--- src/rtl/mac_row_dual_if.sv ---
// Signal bundle for one mac_row_dual row.
// Carries the west/north operands, the mode request and the south/east results and status.
interface mac_row_dual_if #(
   parameter int bw      = 4,
   parameter int psum_bw = 16,
   parameter int col     = 8
);
   logic                   mode;
   logic [bw-1:0]          in_w;
   logic [1:0]             inst_w;
   logic [psum_bw*col-1:0] in_n;
   logic [psum_bw*col-1:0] out_s;
   logic [col-1:0]         valid;
   logic [bw-1:0]          out_e;
   logic [1:0]             inst_e;
   logic                   mode_q;
   logic                   busy;

   modport master (
      output mode, in_w, inst_w, in_n,
      input  out_s, valid, out_e, inst_e, mode_q, busy
   );

   modport slave (
      input  mode, in_w, inst_w, in_n,
      output out_s, valid, out_e, inst_e, mode_q, busy
   );
endinterface

--- src/rtl/mac_row_dual.sv ---
// One row of a dual-mode systolic MAC array: weight-stationary (psum flows north->south)
// or output-stationary (accumulate in place, drained by flush). Activations travel west->east.
module mac_row_dual #(
   parameter int bw      = 4,
   parameter int psum_bw = 16,
   parameter int col     = 8,
   parameter bit SIGNED  = 1'b1
) (
   input logic           clk,
   input logic           reset,
   mac_row_dual_if.slave bus
);

   typedef enum logic [1:0] {
      INST_IDLE  = 2'b00,
      INST_LOAD  = 2'b01,
      INST_EXEC  = 2'b10,
      INST_FLUSH = 2'b11
   } inst_t;

   typedef enum logic {
      MODE_WS = 1'b0,
      MODE_OS = 1'b1
   } mode_t;

   typedef logic [psum_bw-1:0] psum_t;

   logic [col-1:0][bw-1:0] a_q, a_d, a_in;
   logic [col-1:0][bw-1:0] w_q, w_d;
   logic [col-1:0][1:0]    inst_q, inst_d, inst_in;
   psum_t [col-1:0]        acc_q, acc_d;
   psum_t [col-1:0]        out_s_q, out_s_d;
   psum_t [col-1:0]        in_n_v;
   logic [col-1:0]         valid_q, valid_d;
   mode_t                  mode_q, mode_d;
   logic                   busy;
   logic                   load_now;

   // bw x bw product, then sign- or zero-extended to the accumulator width.
   function automatic psum_t prod_ext(input logic [bw-1:0] a, input logic [bw-1:0] b);
      logic [2*bw-1:0] p;
      logic            ext;
      if (SIGNED) begin
         p   = $signed({{bw{a[bw-1]}}, a}) * $signed({{bw{b[bw-1]}}, b});
         ext = p[2*bw-1];
      end else begin
         p   = {{bw{1'b0}}, a} * {{bw{1'b0}}, b};
         ext = 1'b0;
      end
      return {{(psum_bw-2*bw){ext}}, p};
   endfunction

   assign in_n_v   = bus.in_n;
   assign load_now = (bus.inst_w == INST_LOAD) && (mode_q == MODE_WS);

   always_comb begin
      a_in[0]    = bus.in_w;
      inst_in[0] = bus.inst_w;
      for (int i = 1; i < col; i++) begin
         a_in[i]    = a_q[i-1];
         inst_in[i] = inst_q[i-1];
      end
   end

   always_comb begin
      busy = 1'b0;
      for (int i = 0; i < col; i++) begin
         busy = busy | (inst_q[i] != INST_IDLE);
      end
   end

   always_comb begin
      // NOTE: every *_d gets a default before any branch, so no path can leave one unassigned and infer a latch.
      a_d     = a_in;
      inst_d  = inst_in;
      w_d     = w_q;
      acc_d   = acc_q;
      out_s_d = out_s_q;
      valid_d = '0;
      mode_d  = mode_q;

      // Mode only changes on a quiet row so no token ever sees two modes.
      if (!busy && bus.inst_w == INST_IDLE) begin
         mode_d = mode_t'(bus.mode);
      end

      if (load_now) begin
         w_d[0] = bus.in_w;
         for (int i = 1; i < col; i++) begin
            w_d[i] = w_q[i-1];
         end
      end

      for (int i = 0; i < col; i++) begin
         case (inst_in[i])
            INST_EXEC: begin
               if (mode_q == MODE_WS) begin
                  out_s_d[i] = in_n_v[i] + prod_ext(a_in[i], w_q[i]);
                  valid_d[i] = 1'b1;
               end else begin
                  acc_d[i] = acc_q[i] + prod_ext(a_in[i], in_n_v[i][bw-1:0]);
               end
            end
            INST_FLUSH: begin
               if (mode_q == MODE_OS) begin
                  out_s_d[i] = acc_q[i];
                  valid_d[i] = 1'b1;
                  acc_d[i]   = '0;
               end
            end
            default: ;
         endcase
      end
   end

   // NOTE: weights and accumulators are plain flops, so clearing them on reset is cheap and leaves a known row.
   always_ff @(posedge clk or posedge reset) begin
      if (reset) begin
         a_q     <= '0;
         inst_q  <= '0;
         w_q     <= '0;
         acc_q   <= '0;
         out_s_q <= '0;
         valid_q <= '0;
         mode_q  <= MODE_WS;
      end else begin
         // NOTE: non-blocking so every column samples its neighbour's pre-edge value.
         a_q     <= a_d;
         inst_q  <= inst_d;
         w_q     <= w_d;
         acc_q   <= acc_d;
         out_s_q <= out_s_d;
         valid_q <= valid_d;
         mode_q  <= mode_d;
      end
   end

   assign bus.out_s  = out_s_q;
   assign bus.valid  = valid_q;
   assign bus.out_e  = a_q[col-1];
   assign bus.inst_e = inst_q[col-1];
   assign bus.mode_q = mode_q;
   assign bus.busy   = busy;

endmodule

--- src/flat_wrapper.sv ---
// flat-port wrapper written by rule: the top's interface ports become plain ports
module mac_row_dual_flat 
#(
   parameter int bw      = 4,
   parameter int psum_bw = 16,
   parameter int col     = 8,
   parameter bit SIGNED  = 1'b1
)
  (clk, reset, bus_mode, bus_in_w, bus_inst_w, bus_in_n, bus_out_s, bus_valid, bus_out_e, bus_inst_e, bus_mode_q, bus_busy);
  mac_row_dual_if #(.bw(bw), .psum_bw(psum_bw), .col(col)) bus_i ();
  input logic clk;
  input logic reset;
  input wire logic [$bits(bus_i.mode)-1:0] bus_mode;
  input wire logic [$bits(bus_i.in_w)-1:0] bus_in_w;
  input wire logic [$bits(bus_i.inst_w)-1:0] bus_inst_w;
  input wire logic [$bits(bus_i.in_n)-1:0] bus_in_n;
  output wire logic [$bits(bus_i.out_s)-1:0] bus_out_s;
  output wire logic [$bits(bus_i.valid)-1:0] bus_valid;
  output wire logic [$bits(bus_i.out_e)-1:0] bus_out_e;
  output wire logic [$bits(bus_i.inst_e)-1:0] bus_inst_e;
  output wire logic [$bits(bus_i.mode_q)-1:0] bus_mode_q;
  output wire logic [$bits(bus_i.busy)-1:0] bus_busy;
  assign bus_i.mode = bus_mode;
  assign bus_i.in_w = bus_in_w;
  assign bus_i.inst_w = bus_inst_w;
  assign bus_i.in_n = bus_in_n;
  assign bus_out_s = bus_i.out_s;
  assign bus_valid = bus_i.valid;
  assign bus_out_e = bus_i.out_e;
  assign bus_inst_e = bus_i.inst_e;
  assign bus_mode_q = bus_i.mode_q;
  assign bus_busy = bus_i.busy;
  mac_row_dual #(.bw(bw), .psum_bw(psum_bw), .col(col), .SIGNED(SIGNED)) u_core (.clk(clk), .reset(reset), .bus(bus_i));
endmodule
--- config.mk ---
export PLATFORM = sky130hd
export DESIGN_NAME = mac_row_dual_flat
export DESIGN_NICKNAME = d
export VERILOG_FILES = /design/src/rtl/mac_row_dual_if.sv /design/src/rtl/mac_row_dual.sv /design/src/flat_wrapper.sv
export SDC_FILE = /design/constraint.sdc
export NUM_CORES = 2
export LEC_CHECK = 0
export ABC_CLOCK_PERIOD_IN_PS = 11600
export CAP_MARGIN = 15
export CORE_MARGIN = 1
export CORE_UTILIZATION = 30
export DETAILED_ROUTE_END_ITERATION = 7
export SYNTH_ARGS = -nofsm -noshare
export SYNTH_HDL_FRONTEND = slang
export SYNTH_SLANG_ARGS = --single-unit
--- constraint.sdc ---
create_clock -name clk -period 11.6 [get_ports clk]
set_clock_uncertainty 0.05 [all_clocks]
set_input_delay 2.32 -clock clk [delete_from_list [all_inputs] [get_ports clk]]
set_output_delay 2.32 -clock clk [all_outputs]
set_load 0.1 [all_outputs]
==> impl_results.md <==
- Mapped Nets: ~4.2k
- Reg2Reg Setup Slack: 5.79 ns
- Reg2Reg Depth: 19
- DR vias: 25.3k
- Hold bufs inserted after CTS: 0
- Hold Path Stages: 2
- Mapped Area: between 30000 and 40000 sq um
- RSZ-0062 raised after global routing: false
- Dpl cells: 5069
- DRC Markers: 0
- Post-CTS Setup Inserts: 0
- Max_slew headroom: 25.7%
- Clk buf depth: 3
- Critical-path top delay cell: clkdlybuf4s50_1
- Min-delay worst type: reg -> reg
- Fillers: 10.7k
- Placed inst area: roughly 37000 sq um
- Post_cts resized: 0
- Mapped Avg Cell Area: 9.32 sq um
- Met2 wire length: between 40 and 50 mm
- Ys async rst share: 100%
- Post-layout nets: 4471
- Core area: 106000 sq um
- Register bit total from synthesis: about 350
- Share of post-route cells with drive strength above 1: 4.15%
- Status: finished, final reports clean
- Synth-to-Final Area Change: 18.8%
- CTS tree: yes
- CP top delay family: adder cells
- Synth unique cells: 82
- Overall Global Routing Usage: approximately 16%
- Most frequent cells in the layout: ha_1, nand2_1, dfrtp_1, clkdlybuf4s50_1, a21oi_1
- CP dominant cell by count: fa_1
- Worst Path Arrival: between 8 and 9 ns
- IO Pins: 281
- Number of CTS-inserted buffers: 45
- Cell count after synthesis: 3460
- Worst setup EP type: register
- Post-route cell area: 38300 sq um
- Per-cell routed wire length: approximately 17 um
- Post-DP HPWL: 66.6 mm
- Slew at the pin closest to its max-slew limit: around 1.1 ns
- Largest net degree at the start of global routing: 148
- H-tree depth: 2
- First-pass GRT wire length: 139 mm
- Max Freq: ~130 MHz
- Initial DRC Count: 1151
- Final WL: 85.8 mm
- Met3 wire len: 3.50 mm
- FF-to-FF End: u_core.bus.out_s[30]
- Max cap viols: 0
- TritonCTS Sinks: 345
- Hold path startpoint: u_core.bus.out_s[107]
- Die X: 330 um
- Final ANT Viol Nets: 0
- Via-to-Cell Ratio: 4.91
- Worst-path maximum fanout: 10
- CP Cell Sequence: clkdlybuf4s50_1, nand2_1, fa_1, fa_1, fa_1, inv_1, ha_1, fa_1, a21o_1, a21oi_1, xnor2_1, ha_1, nand3_1, o22a_1, o311ai_0, o21ai_1, nor2_1, a311oi_1, xnor2_1, o221ai_1
- Std cell rows: 119
- Number of global-route vias before repair: 25.7k
- Initial antenna violation count: 12
- Met1 wire length: 38.8 mm
- Minimum clock period: between 7 and 8 ns
- Setup_tns: 0 ns
- CP required: approximately 12 ns
- Max Used Layer: met5
- Final Non-Filler Cells: 5155
- Initial core utilization: 30.4%
- Max incr delay on CP: 0.67 ns
- Final Hold Fails: 0
- Kind of critical path: in -> reg
- IO Port Bufs: 280
- Period utilization: 65.7%
- Yosys warns: 0
- Clock latency on the worst-skew pair: 0.62 ns
- CP Depth: 20
- Hold Path Sink: u_core.bus.out_s[107]
- # setup viols final: 0
- Worst reg2reg path startpoint: u_core.a_d[4]
- Top FF cell, synth: dfrtp_1
- Gr ovfl total: 0
- Die area: 109000 sq um
- Clk root buf: clkbuf_16
- Slew Viols, Final: 0
- Pre-antenna DRT Iters: 5
- Seq/Total Area, Yosys: 26.8%
- GP Congestion: between 0.8 and 0.9
- Commonest non-fill, non-tap cell in the layout: ha_1
- Startpoint class of the critical path: primary input
- EDFF count, synth: 0
- Clock transition at path regs: 0.07 ns
- Die Y: ~330 um
- Buffers & Inverters on Critical Path: 2
## worst max path at each step
stage | endpoint | from | slack (ns)
2_1_floorplan | u_core.acc_q[111] | bus_in_n[97] | 4.45
3_3_place_gp | u_core.bus.out_s[15] | bus_in_w[2] | 3.42
3_5_place_dp | u_core.acc_q[111] | bus_in_n[97] | 3.34
4_1_cts | u_core.acc_q[111] | bus_in_n[97] | 4.01
5_1_grt | u_core.bus.out_s[15] | bus_in_w[2] | 3.57
6_report | u_core.bus.out_s[15] | bus_in_w[2] | 3.98
## state kept, by name (all words and copies together), names as in the netlist
| name | cells |
|---|---|
| u_core.a_d | 28 |
| u_core.acc_q | 128 |
| u_core.bus.inst_e | 2 |
| u_core.bus.mode_q | 1 |
| u_core.bus.out_e | 4 |
| u_core.bus.out_s | 128 |
| u_core.bus.valid | 8 |
| u_core.inst_d | 14 |
| u_core.w_q | 32 |
## area by class of cell
class	count	area, sq um	area share, %
tap	1391	1740	4.55
clock buffer	58	1260	3.28
clock inverter	25	373	0.974
timing repair buffer	299	2970	7.76
inverter	208	785	2.05
antenna	2	5.00	0.0131
sequential	345	8630	22.6
multi-input combinational	2827	22500	58.8
## stage by stage
step / util (%) / setup WS [ns] / hold slack (ns)
2_1_floorplan: - / 4.45 / 0.302
3_3_place_gp: 34.6 / 3.42 / 0.415
3_5_place_dp: 34.6 / 3.34 / 0.417
4_1_cts: 36.2 / 4.01 / 0.435
5_1_grt: 36.2 / 3.57 / 0.450
6_report: 36.2 / 3.98 / 0.426
## tightest hold or removal path, delay by kind of cell (launching register included)
family / cells / cell delay (ns)
AOI/OAI and AO/OA: 1 / 0.06
and+or+nand+nor: 1 / 0.05
DFF: 1 / 0.34
## cell usage after synthesis, types with 6 or more instances
library cell / number / area, sq um
nor4_1: 12 / 75.1
dfrtp_1: 345 / 8630
o22a_1: 6 / 52.6
buf_1: 6 / 22.5
and3_1: 32 / 200
nor3_1: 33 / 165
nand4_1: 16 / 100
inv_1: 207 / 777
clkbuf_1: 71 / 267
nand3_1: 31 / 155
o21ai_1: 7 / 35.0
or2_2: 10 / 62.6
nand4b_1: 8 / 70.1
a22o_1: 39 / 342
nand2b_1: 47 / 294
a211oi_1: 11 / 82.6
nand3b_1: 6 / 45.0
or3_1: 7 / 43.8
fa_1: 160 / 3200
xor2_1: 117 / 1020
ha_1: 448 / 5610
nor2_1: 198 / 743
o21a_1: 37 / 278
mux2i_1: 31 / 310
nor2b_1: 31 / 194
o21ai_0: 203 / 1020
a21boi_0: 6 / 45.0
a41oi_1: 10 / 87.6
xnor2_1: 189 / 1660
o221ai_1: 15 / 131
mux2_2: 25 / 282
o211ai_1: 21 / 158
o31ai_1: 43 / 323
a21oi_1: 235 / 1180
o21bai_1: 39 / 293
o41ai_1: 17 / 149
a31oi_1: 24 / 150
and2_1: 154 / 963
nand2_1: 373 / 1400
a32o_1: 11 / 110
a21o_1: 98 / 736
## per-layer routing
metal  up-vias  global-route usage, %
met4        20                   3.75
met5         -                      0
met1     12165                   20.2
met3        99                   2.83
met2       333                   27.6
li1      12716                      -
## logic make-up (layout without fill, tap and decap cells)
group,Yosys count,in the layout,synth area share (%)
AOI/OAI and AO/OA,881,881,17.8
adders and majority gates,608,608,27.3
buffers and inverters,288,590,3.37
and+or+nand+nor,974,974,14.4
other,0,2,0
xor gates and xnor gates,308,308,8.43
DFF,345,345,26.8
muxes,56,56,1.84
Power is not shown: default switching activity piles up to over one toggle a cycle in this logic, so the estimate is an artifact.
